<file path="config.mk">
export PLATFORM = sky130hd
export DESIGN_NAME = form_wave_mc
export DESIGN_NICKNAME = d
export VERILOG_FILES = /design/src/rtl/form_wave_mc.sv
export SDC_FILE = /design/constraint.sdc
export NUM_CORES = 1
export LEC_CHECK = 0
export ABC_AREA = 1
export BUFFER_PORTS_ARGS = -buffer_cell sky130_fd_sc_hd__buf_4
export CAP_MARGIN = 20
export CORE_MARGIN = 4
export CORE_UTILIZATION = 37
export DETAILED_ROUTE_END_ITERATION = 10
export PLACE_DENSITY = 0.63
export RECOVER_POWER = 50
export SETUP_SLACK_MARGIN = 0.2
export SLEW_MARGIN = 20
export SYNTH_ARGS = -nofsm -noshare
export SYNTH_HDL_FRONTEND = slang
export SYNTH_SLANG_ARGS = --single-unit
</file>
<file path="constraint.sdc">
create_clock -name CLK -period 5.73 [get_ports CLK]
set_clock_uncertainty 0.1 [all_clocks]
set_input_delay 0.8595 -clock CLK [delete_from_list [all_inputs] [get_ports CLK]]
set_output_delay 0.8595 -clock CLK [all_outputs]
set_load 0.02 [all_outputs]
</file>
<file path="src/rtl/form_wave_mc.sv">
// form_wave_mc: DDS phase word to OUT_W-bit waveform (saw, reverse saw, triangle,
// square, pulse). Config changes take effect only at phase wrap so every period is
// drawn with one shape. Two-stage pipeline: stage 1 shapes, stage 2 scales/registers.
// Optional feature macro: FW_AMP_EN (amplitude scaling in stage 2).
module form_wave_mc #(
  parameter int PHASE_W = 32,
  parameter int OUT_W   = 16,
  parameter int PW_W    = 8,
  parameter int PER_W   = 24
) (
  input  logic               CLK,
  input  logic               RESET,
  input  logic [PHASE_W-1:0] phase_in,
  input  logic               phase_valid,
  input  logic [2:0]         form_req,
  input  logic [PW_W-1:0]    pw_req,
  input  logic [OUT_W-1:0]   amp_req,
  input  logic               cfg_load,
  output logic [OUT_W-1:0]   wave_out,
  output logic               wave_valid,
  output logic               sync_out,
  output logic [PER_W-1:0]   period_len,
  output logic               cfg_busy
);

  localparam logic [PW_W-1:0] PW_HALF = {1'b1, {(PW_W-1){1'b0}}};

  // Active and pending configuration
  logic [2:0]         form_q, pend_form_q;
  logic [PW_W-1:0]    pw_q, pend_pw_q;
  logic               busy_q;
  logic [PHASE_W-1:0] last_q;
  logic [PER_W-1:0]   cnt_q;

  // Stage 1 registers
  logic               s1_valid_q, s1_sync_q;
  logic [OUT_W-1:0]   s1_shape_q;
  logic [PER_W-1:0]   s1_per_q;

  // Stage 2 registers
  logic [OUT_W-1:0]   wave_q;
  logic               wave_valid_q, sync_q;
  logic [PER_W-1:0]   period_q;

  // Combinational next-state signals
  logic               wrap_d, apply_d;
  logic [2:0]         form_d;
  logic [PW_W-1:0]    pw_d;
  logic [OUT_W-1:0]   p_d, t_d, shape_d, scaled_d;
  logic [PW_W-1:0]    q_d;
  logic [PER_W-1:0]   cnt_inc_d;

  // A wrap is a valid phase that went backwards; pending config is used for that very sample.
  always_comb begin
    wrap_d    = phase_valid && (phase_in < last_q);
    apply_d   = wrap_d && busy_q;
    form_d    = apply_d ? pend_form_q : form_q;
    pw_d      = apply_d ? pend_pw_q : pw_q;
    p_d       = phase_in[PHASE_W-1 -: OUT_W];
    q_d       = phase_in[PHASE_W-1 -: PW_W];
    t_d       = {p_d[OUT_W-2:0], 1'b0};
    cnt_inc_d = (cnt_q == {PER_W{1'b1}}) ? cnt_q : cnt_q + 1'b1;
  end

  // Shape selection from the configuration effective for this sample
  always_comb begin
    shape_d = '0;
    case (form_d)
      3'd0:    shape_d = p_d;
      3'd1:    shape_d = ~p_d;
      3'd2:    shape_d = p_d[OUT_W-1] ? ~t_d : t_d;
      3'd3:    shape_d = p_d[OUT_W-1] ? {OUT_W{1'b1}} : '0;
      3'd4:    shape_d = (q_d <= pw_d) ? {OUT_W{1'b1}} : '0;
      default: shape_d = '0;
    endcase
  end

`ifdef FW_AMP_EN
  logic [OUT_W-1:0] amp_q, pend_amp_q, s1_amp_q, amp_d, unused_prod_lo;

  // Amplitude follows the same pending/apply path as form and pulse width
  always_comb begin
    amp_d = apply_d ? pend_amp_q : amp_q;
    {scaled_d, unused_prod_lo} = (2*OUT_W)'(s1_shape_q) * (2*OUT_W)'(s1_amp_q);
  end

  // Amplitude state, carried through stage 1 alongside the shape
  always_ff @(posedge CLK or posedge RESET) begin
    if (RESET) begin
      amp_q      <= {OUT_W{1'b1}};
      pend_amp_q <= '0;
      s1_amp_q   <= '0;
    end else begin
      if (apply_d)     amp_q      <= pend_amp_q;
      if (cfg_load)    pend_amp_q <= amp_req;
      if (phase_valid) s1_amp_q   <= amp_d;
    end
  end
`else
  logic unused_amp;

  // Without scaling stage 2 just re-registers the shape
  always_comb begin
    scaled_d   = s1_shape_q;
    unused_amp = ^amp_req;
  end
`endif

  // Config bookkeeping, wrap detection state and period counter
  always_ff @(posedge CLK or posedge RESET) begin
    if (RESET) begin
      form_q      <= '0;
      pw_q        <= PW_HALF;
      pend_form_q <= '0;
      pend_pw_q   <= '0;
      busy_q      <= 1'b0;
      last_q      <= '0;
      cnt_q       <= '0;
    end else begin
      if (apply_d) begin
        form_q <= pend_form_q;
        pw_q   <= pend_pw_q;
      end
      if (cfg_load) begin
        pend_form_q <= form_req;
        pend_pw_q   <= pw_req;
        busy_q      <= 1'b1;
      end else if (apply_d) begin
        busy_q <= 1'b0;
      end
      if (phase_valid) begin
        last_q <= phase_in;
        cnt_q  <= wrap_d ? '0 : cnt_inc_d;
      end
    end
  end

  // Stage 1: capture shape, sync flag and finished period length
  always_ff @(posedge CLK or posedge RESET) begin
    if (RESET) begin
      s1_valid_q <= 1'b0;
      s1_sync_q  <= 1'b0;
      s1_shape_q <= '0;
      s1_per_q   <= '0;
    end else begin
      s1_valid_q <= phase_valid;
      if (phase_valid) begin
        s1_sync_q  <= wrap_d;
        s1_shape_q <= shape_d;
        s1_per_q   <= cnt_inc_d;
      end
    end
  end

  // Stage 2: outputs; wave_out and period_len hold across bubbles
  always_ff @(posedge CLK or posedge RESET) begin
    if (RESET) begin
      wave_q       <= '0;
      wave_valid_q <= 1'b0;
      sync_q       <= 1'b0;
      period_q     <= '0;
    end else begin
      wave_valid_q <= s1_valid_q;
      sync_q       <= s1_valid_q && s1_sync_q;
      if (s1_valid_q)              wave_q   <= scaled_d;
      if (s1_valid_q && s1_sync_q) period_q <= s1_per_q;
    end
  end

  assign wave_out   = wave_q;
  assign wave_valid = wave_valid_q;
  assign sync_out   = sync_q;
  assign period_len = period_q;
  assign cfg_busy   = busy_q;

endmodule

</file>
==> results.cfg, run 1 <==
[status]
status = finished, violations left
violations = max-capacitance violations, max-slew violations

[global_route]
met3_usage = 0.03941
grt_pass1_vias = 6180
grtUsageMet2 = 0.2458
grt_use_met1 = 0.1945
grt_antenna_before_repair = 0
grt.busiest_layer = met2
grt_util_all_layers = 0.1488
globalRouteOverflowTotal = 0
grt_max_degree = 102
grt_pass1_wl_um = 30010

[clock_network]
clkSinkCount = 163
cts_tree = built
post_cts_buffers = 0
cts_buffers = 17
clockRootBuffer = clkbuf_16
htreeDepth = 4
cts.repair.resized = 0
cts_buffer_depth = 2
cts.reportedPaths.clkPinSlew_ns = 0.07
clk_latency_ns = 0.43
postCtsHoldBufs = 0

[placement]
port_buffers = 89
globalplace.congestion = 0.8337
dp_hpwl_um = 12430

[worst_setup_path]
reg2regPathDepth = 27
worstPathMaxFanout = 44
start_kind = input port
cp.arrival_ns = 4.77
end_kind = flip-flop
cp.required_ns = 5.95
reg2reg_from = last_q[19]
critical_path_class = input port to flip-flop
cp-startpoint = phase_valid

[power]
power_density_nw_per_um2 = 349.3
ir_worst_vdd_uv = 190.5
p_leak_nw = 4.629

[route]
drt-total-wl_um = 17840
viasPerCell = 4.683
remaining_drc_errors = 0
avgRoutedWirePerCell_um = 13.33
dr.pass1.iters = 4
num_vias = 6271
final_antenna_net_count = 0
drt_iter0_drc = 395

[logic_synthesis]
synth-seq-cells = 163
synth_cells = 972
syn_nets = 1075
async_flop_share = 1.000
ys_seq_area_frac = 0.4885
netlist_top_cells_area = dfrtp_1 (49%), nand2_1 (9.7%), o21ai_0 (6.5%)
syn-cell-area_um2 = 8353
yosysTopAreaCell = dfrtp_1
yosysUniqueCellTypes = 44
synth_top_area_share = 0.4853
ys.flop_type = dfrtp_1
yosysWarnings = 0
synth_edf_count = 0
avgSynthCellArea_um2 = 8.594

[die]
initial_core_util = 0.3792
core_um2 = 22030
ios = 106
die_width_um = 158.3
row_count = 54
die_area_um2 = 25040
die_h_um = 158.3

[sta]
setup_viol = 0
rsz0062_at_grt = no
hold-worst-slack_ns = 0.3768
maxSlewHeadroom = -1.297
finalMaxSlewViolations = 185
fmax_ghz = 0.2201
fin_crit_ns = 4.543
hold_violations = 0
finalCritPeriodShare = 0.7929
finalSetupTns_ns = 0
worstMarginPinSlew_ns = 3.445

[worst_hold_path]
min_from = s1_shape_q[13]
hold_depth = 2
worstHoldPathType = flip-flop to flip-flop

[finish]
layout-drive-gt1-share = 0.1464
fin_nets = 1149
area_delta_synth_final_pct = 15.52
diodes = 0

[flow_run]
drv_cap = 3
==> cell usage in the layout, fill, tap and decap left out, types with 20 or more instances in the layout <==
master,count
nor2_1,83
dfrtp_1,162
a21oi_1,20
buf_4,52
nand2_1,216
inv_1,131
clkbuf_1,41
ha_1,40
o22ai_1,21
o21ai_0,108
==> layer usage <==
metal	vias up	wire length, um
met5	-	0
met2	98	8586
met3	11	753
met4	0	150
li1	3245	-
met1	2917	8354
==> cell type report <==
cell class,instances,area (um2)
clock inverters,13,136.4
well taps,280,350.3
flip-flops and latches,163,4080
inverters,138,518.0
fillers,2221,12380
multi-input cells,633,3573
repair buffers,93,548.0
clock buffers,19,442.9
==> kinds of logic (layout without fill, tap and decap cells) <==
kind of cell | count (synthesis) | count (layout) | share of synthesized area
buffers and inverters | 176 | 263 | 0.08373
XOR/XNOR | 25 | 25 | 0.02621
multiplexers | 17 | 17 | 0.02292
flip-flops | 163 | 163 | 0.4885
AO/OA/AOI/OAI | 163 | 163 | 0.1055
adder cells (fa/ha/maj) | 40 | 40 | 0.05992
AND/OR/NAND/NOR | 388 | 388 | 0.2133
==> Yosys cell counts (17+ instances only) <==
cell      number
a21oi_1       20
clkbuf_1      26
dfrtp_1      162
inv_1        131
mux2_2        17
o21ai_0      108
nor2_1        83
ha_1          40
nand3_1       19
nand2_1      216
o22ai_1       21
==> worst max-delay path: stages <==
cell and delay, ns:
clkbuf_1 1.28, nand4_4 0.38, inv_1 0.40, o21ai_0 0.17, ha_1 0.30, inv_1 0.05, nor2_1 0.08, nor2_1 0.04
o21ai_0 0.14, a21oi_1 0.08, nand3b_1 0.15, a31oi_1 0.20, nor2_2 0.07, nand2_2 0.08, nand2_4 0.14, nor2_1 0.12
nand2_1 0.09, nand2_1 0.06, nand2_1 0.06
==> per-stage QoR <==
| stage | instances | total power, W | instance area (um2) | utilization | setup WS, ns |
|---|---|---|---|---|---|
| CTS | 1339 | 0.003480 | 9804 | 0.4451 | 1.494 |
| global placement | 1307 | 0.002312 | 9225 | 0.4188 | 1.081 |
| finish | 1339 | 0.003370 | 9649 | 0.4381 | 1.187 |
| floorplan | 972 | 0.002050 | 8353 | - | 0.3672 |
| detailed placement | 1307 | 0.002331 | 9225 | 0.4188 | 1.033 |
| global route | 1339 | 0.003595 | 9649 | 0.4381 | 0.6455 |
==> sequential cells by signal (all words and copies together) (netlist names), 8 cells and up <==
signal / cells
s1_shape_q: 16
cnt_q: 24
s1_per_q: 24
pw_q: 8
pend_pw_q: 8
period_len: 24
wave_out: 16
last_q: 32
==> path summary, 6_finish.rpt <==
check / to / slack, ns
hold reg to reg: s1_shape_q[13] / 0.38
setup reg to reg: s1_shape_q[6] / 1.76
hold / removal: s1_shape_q[13] / 0.38
min in group asynchronous: last_q[5] / 1.54
setup / recovery: s1_shape_q[6] / 1.19
max in group asynchronous: cnt_q[12] / 1.68
==> power by group <==
part,total (W),internal (W),leakage (nW),switching (W)
Combinational,0.000805,0.000286,2.24,0.000519
Sequential,0.00144,0.00134,2.11,0.0000984
Clock,0.00113,0.000625,0.281,0.000501
Total,0.00337,0.00225,4.63,0.00112
Power figures use the tool's default switching activity.
==> inputs of run 2 (changes only) <==
==> constraint.sdc (replaced) <==
create_clock -name CLK -period 4.75 [get_ports CLK]
set_clock_uncertainty 0.1 [all_clocks]
set_input_delay 0.7125 -clock CLK [delete_from_list [all_inputs] [get_ports CLK]]
set_output_delay 0.7125 -clock CLK [all_outputs]
set_load 0.02 [all_outputs]
==> run 2 against run 1 <==
  * The run still ends with max-capacitance violations, max-slew violations left
  * Die area did not move
  * Hold slack improved by 0.00084 ns
  * Critical path depth rose by 8
  * Non-clock buffer count rose by 4
  * Final cell count rose by 0.30%
  * Sequential cell count did not move
  * Global-route usage rose by 0.31 points
  * First-iteration DRC count fell by 10%
  * Cell area rose by 1.9%
  * Clock power rose by 21%
  * Power rose by 23%
  * Critical endpoint is now s1_shape_q[11]
  * Largest cell class unchanged
  * Largest power group unchanged
==> results.cfg, run 2 (same netlist as run 1, synthesis figures left out) <==
[finish]
fin_nets = 1153
utilization = 0.4463
regMostFlops = last_q
area_delta_synth_final_pct = 17.69
seq_area_um2 = 4080
layout-drive-gt1-share = 0.1881
mostFrequentLayoutCell = nand2_1
final_cell_mix = nand2_1 (216), dfrtp_1 (162), inv_1 (130)
diodes = 0
multi_input_area_um2 = 3573
num-fill-cells = 2142
largest_register_ffs = 32

[status]
violations = max-capacitance violations, max-slew violations
status = finished, violations left

[worst_setup_path]
worstPathMaxFanout = 16
start_kind = input port
r2r_setup_slack_ns = 1.08
cp.arrival_ns = 3.94
end_kind = flip-flop
cp.required_ns = 4.97
critical_path_class = input port to flip-flop

[clock_network]
cts.repair.resized = 0
cts.reportedPaths.clkPinSlew_ns = 0.07
htreeDepth = 4
postCtsHoldBufs = 0
clkSinkCount = 163
cts_buffer_depth = 2
clk_latency_ns = 0.43
cts_buffers = 17
post_cts_buffers = 0
clockRootBuffer = clkbuf_16
cts_tree = built

[die]
ios = 106
row_count = 54
die_width_um = 158.3
initial_core_util = 0.3792
core_um2 = 22030
die_area_um2 = 25040
die_h_um = 158.3

[sta]
fmax_ghz = 0.2689
fin_crit_ns = 3.720
setup_viol = 0
finalMaxSlewViolations = 164
finalCritPeriodShare = 0.7831
worstMarginPinSlew_ns = 2.206
maxSlewHeadroom = -0.4707
finalSetupTns_ns = 0
hold_violations = 0
rsz0062_at_grt = no

[route]
final_antenna_net_count = 0
drt_iter0_drc = 354
drt-total-wl_um = 18000
dr.pass1.iters = 5
avgRoutedWirePerCell_um = 13.40
viasPerCell = 4.729
num_vias = 6351
remaining_drc_errors = 0

[worst_hold_path]
worstHoldPathType = flip-flop to flip-flop

[global_route]
grt_max_degree = 164
grt_pass1_vias = 6301
grt_util_all_layers = 0.1519
globalRouteOverflowTotal = 0
grt_pass1_wl_um = 30840
grt_antenna_before_repair = 0

[placement]
globalplace.congestion = 0.8434
port_buffers = 89
dp_hpwl_um = 12370

[flow_run]
drv_cap = 1

[power]
ir_worst_vdd_uv = 217.1
p_leak_nw = 4.805
power_density_nw_per_um2 = 421.1
==> run 2: layer usage <==
layer	global-route usage	up-vias	wire length (um)
met5	0	-	0
met4	0.04752	0	259
met3	0.03099	20	603
met2	0.2543	90	8568
met1	0.1989	2974	8568
li1	-	3267	-
==> run 2: worst paths after layout <==
kind / endpoint / start / depth (start not counted)
setup / recovery: s1_shape_q[11] / phase_in[27] / 27
hold / removal: s1_shape_q[0] / s1_shape_q[0] / 2
min in group asynchronous: last_q[4] / RESET / 3
max in group asynchronous: period_len[2] / RESET / 3
setup reg to reg: s1_shape_q[11] / last_q[31] / 27
hold reg to reg: s1_shape_q[0] / s1_shape_q[0] / 2
==> run 2: power by group <==
group          leakage [nW]  switching [W]  internal (W)
Combinational          2.41       0.000621      0.000408
Sequential             2.11       0.000125       0.00162
Clock                 0.286       0.000617      0.000752
==> run 2: cell type report <==
cell class,count,area share
clock inverters,14,0.01464
flip-flops and latches,163,0.4150
inverters,138,0.05282
well taps,280,0.03564
multi-input cells,633,0.3635
clock buffers,18,0.04467
repair buffers,97,0.07369
==> run 2: metrics by stage <==
step / setup slack, ns / total power [W] / cells / hold slack (ns) / area, um2
2_1_floorplan: 0.9334 / 0.002473 / 972 / 0.2519 / 8357
3_3_place_gp: 0.5954 / 0.002793 / 1311 / 0.3615 / 9266
3_5_place_dp: 0.5888 / 0.002816 / 1311 / 0.3615 / 9266
4_1_cts: 1.044 / 0.004199 / 1343 / 0.3669 / 9849
5_1_grt: 0.5477 / 0.004405 / 1343 / 0.3863 / 9831
6_report: 1.031 / 0.004140 / 1343 / 0.3776 / 9831
==> run 2: critical path, cell delays in order <==
cell and delay, ns:
buf_4 0.14, ha_1 0.31, nand2_1 0.09, nor2_1 0.05, nand2_1 0.14, clkinv_1 0.08, nand2_1 0.08, nand2_2 0.08
inv_2 0.11, nand4_4 0.10, inv_1 0.21, o21ai_0 0.15, ha_1 0.30, inv_1 0.05, nor2_1 0.08, nor2_1 0.04
o21ai_0 0.14, a21oi_1 0.07, nand3b_1 0.15, a31oi_1 0.19, nor2_2 0.07, nand2_2 0.08, nand2_4 0.15, nor2_1 0.13
nand2_1 0.07, nand2_1 0.09, nand2_1 0.06
==> inputs of run 3 (changes only) <==
--- a/config.mk
+++ b/config.mk
@@ -11,7 +11,7 @@
 export CORE_MARGIN = 4
 export CORE_UTILIZATION = 37
 export DETAILED_ROUTE_END_ITERATION = 10
-export PLACE_DENSITY = 0.63
+export PLACE_DENSITY = 0.65
 export RECOVER_POWER = 50
 export SETUP_SLACK_MARGIN = 0.2
 export SLEW_MARGIN = 20
==> constraint.sdc (replaced) <==
create_clock -name CLK -period 3.2 [get_ports CLK]
set_clock_uncertainty 0.1 [all_clocks]
set_input_delay 0.48 -clock CLK [delete_from_list [all_inputs] [get_ports CLK]]
set_output_delay 0.48 -clock CLK [all_outputs]
set_load 0.02 [all_outputs]
==> run 3 against run 2 <==
  * The run ends with max-capacitance violations, max-slew violations, negative setup slack left
  * Critical path depth unchanged
  * Routed wire length up 4.5%
  * Final cell count up 3.1%
  * Sequential share of layout area shrank 2.1 points
  * Combinational power is 68% higher
  * Core utilization increased by 2.3 points
  * Count of clock-buffer cells in the layout fell by 1
  * Die area did not move
  * Power up 55%
  * Non-clock buffer count is 39 higher
  * Critical path type is now flip-flop to flip-flop
  * Critical endpoint is now s1_shape_q[7]
  * Largest cell class unchanged
  * Largest power group unchanged
==> results.cfg, run 3 (same netlist as run 1, synthesis figures left out) <==
[status]
status = finished, violations left
violations = max-capacitance violations, max-slew violations, negative setup slack

[sta]
setup_viol = 16
fin_crit_ns = 3.323
rsz0062_at_grt = yes
worstMarginPinSlew_ns = 1.857
fin_ws_ns = -0.1232
maxSlewHeadroom = -0.2381
finalCritPeriodShare = 1.039
finalSetupTns_ns = -1.654
hold_violations = 0
fmax_ghz = 0.3009
finalMaxSlewViolations = 104

[die]
initial_core_util = 0.3792
die_h_um = 158.3
ios = 106
die_area_um2 = 25040
die_width_um = 158.3
row_count = 54
core_um2 = 22030

[worst_setup_path]
cp.required_ns = 3.46
worstPathMaxFanout = 8
cp.depth = 27
reg2reg_from = last_q[19]
slowest_stage = dfrtp_1
worst_path_dominant_cell_family = simple AND/OR/NAND/NOR gates
r2r_end = s1_shape_q[7]
r2r_setup_slack_ns = -0.12
cp.arrival_ns = 3.59
crit_top_cell = nand2_1
slowest_delay_ns = 0.33
reg2regPathDepth = 27
critical_path_class = flip-flop to flip-flop
worst-path-buf-inv = 5
crit_path_end = s1_shape_q[7]
cp-startpoint = last_q[19]
start_kind = flip-flop
end_kind = flip-flop

[finish]
fin_nets = 1194
largest_register_ffs = 32
area_delta_synth_final_pct = 23.82
regMostFlops = last_q
final_cell_mix = nand2_1 (209), dfrtp_1 (162), buf_4 (128)
mostFrequentLayoutCell = nand2_1
layout-drive-gt1-share = 0.2536
diodes = 0

[clock_network]
clk_latency_ns = 0.43
clkSinkCount = 163
htreeDepth = 4
cts_tree = built
cts.reportedPaths.clkPinSlew_ns = 0.07
cts_buffer_depth = 2
cts_buffers = 17
clockRootBuffer = clkbuf_16

[placement]
port_buffers = 89
pre_cts_ws_ns = -0.4359
dp_hpwl_um = 13380
globalplace.congestion = 0.8634

[global_route]
globalRouteOverflowTotal = 0
grt_antenna_before_repair = 0
grt_pass1_vias = 6354
grt_util_all_layers = 0.1558
grt_max_degree = 79
grt_pass1_wl_um = 31530

[route]
avgRoutedWirePerCell_um = 13.59
drt_iter0_drc = 417
remaining_drc_errors = 0
drt-total-wl_um = 18810
final_antenna_net_count = 0
viasPerCell = 4.730
dr.pass1.iters = 4
num_vias = 6547

[flow_run]
drv_cap = 3

[power]
p_leak_nw = 5.038
power_density_nw_per_um2 = 618.5
ir_worst_vdd_uv = 337.4

[worst_hold_path]
worstHoldPathType = input port to flip-flop
[run 3: cell types whose count changed in the layout (fill, tap and decap cells not counted), moves of 8 or more]
cell | previous run | this run
buf_4 | 94 | 128
nor2_1 | 83 | 75
nor2_2 | 15 | 23
o21ai_0 | 108 | 100
[run 3: worst min-delay path, cell delays in order]
cell and delay (ns):
buf_4 0.08, nand2_1 0.04, o21ai_0 0.06
[run 3: area by class of cell]
type	instances	area (um2)
Timing Repair Buffer	136	1020
Clock inverter	15	170.2
Timing Repair inverter	1	7.507
Multi-Input combinational cell	634	3767
Fill cell	2150	11680
Tap cell	280	350.3
Sequential cell	163	4080
Clock buffer	17	425.4
Inverter	138	521.8
[run 3: report_power, final]
part	total (W)	internal (W)	switching (W)
Sequential	0.00259	0.00240	0.000189
Clock	0.00207	0.00117	0.000900
Combinational	0.00173	0.000719	0.00101
Total	0.00640	0.00429	0.00210
[run 3: what timing repair did]
action / CTS / global route
pin swaps: 27 / 0
hold buffers: 0 / 0
gates cloned: 2 / 0
setup buffers: 6 / 1
endpoints found under the setup margin: 16 / 16
gates resized for setup: 30 / 15
[run 3: worst min-delay path by stage]
stage / to / depth (start not counted) / from / slack (ns)
after floorplan: wave_valid / 0 / s1_valid_q / 0.25
after global placement: s1_shape_q[13] / 2 / s1_shape_q[13] / 0.36
after detailed placement: s1_shape_q[12] / 2 / s1_shape_q[12] / 0.36
after CTS: last_q[3] / 2 / RESET / 0.13
after global routing: last_q[2] / 3 / phase_in[2] / 0.15
final: pend_pw_q[7] / 3 / pw_req[7] / 0.16
[run 3: per-stage QoR]
| step | area [um2] | instances | hold WS, ns | total power, W | utilization |
|---|---|---|---|---|---|
| 2_1_floorplan | 8432 | 972 | 0.2519 | 0.003686 | - |
| 3_5_place_dp | 9597 | 1343 | 0.3636 | 0.004279 | 0.4357 |
| 5_1_grt | 10340 | 1384 | 0.1528 | 0.006796 | 0.4696 |
| 3_3_place_gp | 9597 | 1343 | 0.3579 | 0.004243 | 0.4357 |
| 4_1_cts | 10330 | 1383 | 0.1253 | 0.006461 | 0.4690 |
| 6_report | 10340 | 1384 | 0.1559 | 0.006396 | 0.4696 |
[run 3: per-layer routing]
layer	wire length, um	global-route usage
met1	8840	0.2122
met2	9006	0.2527
met3	753	0.03398
met4	210	0.04224
met5	0	0
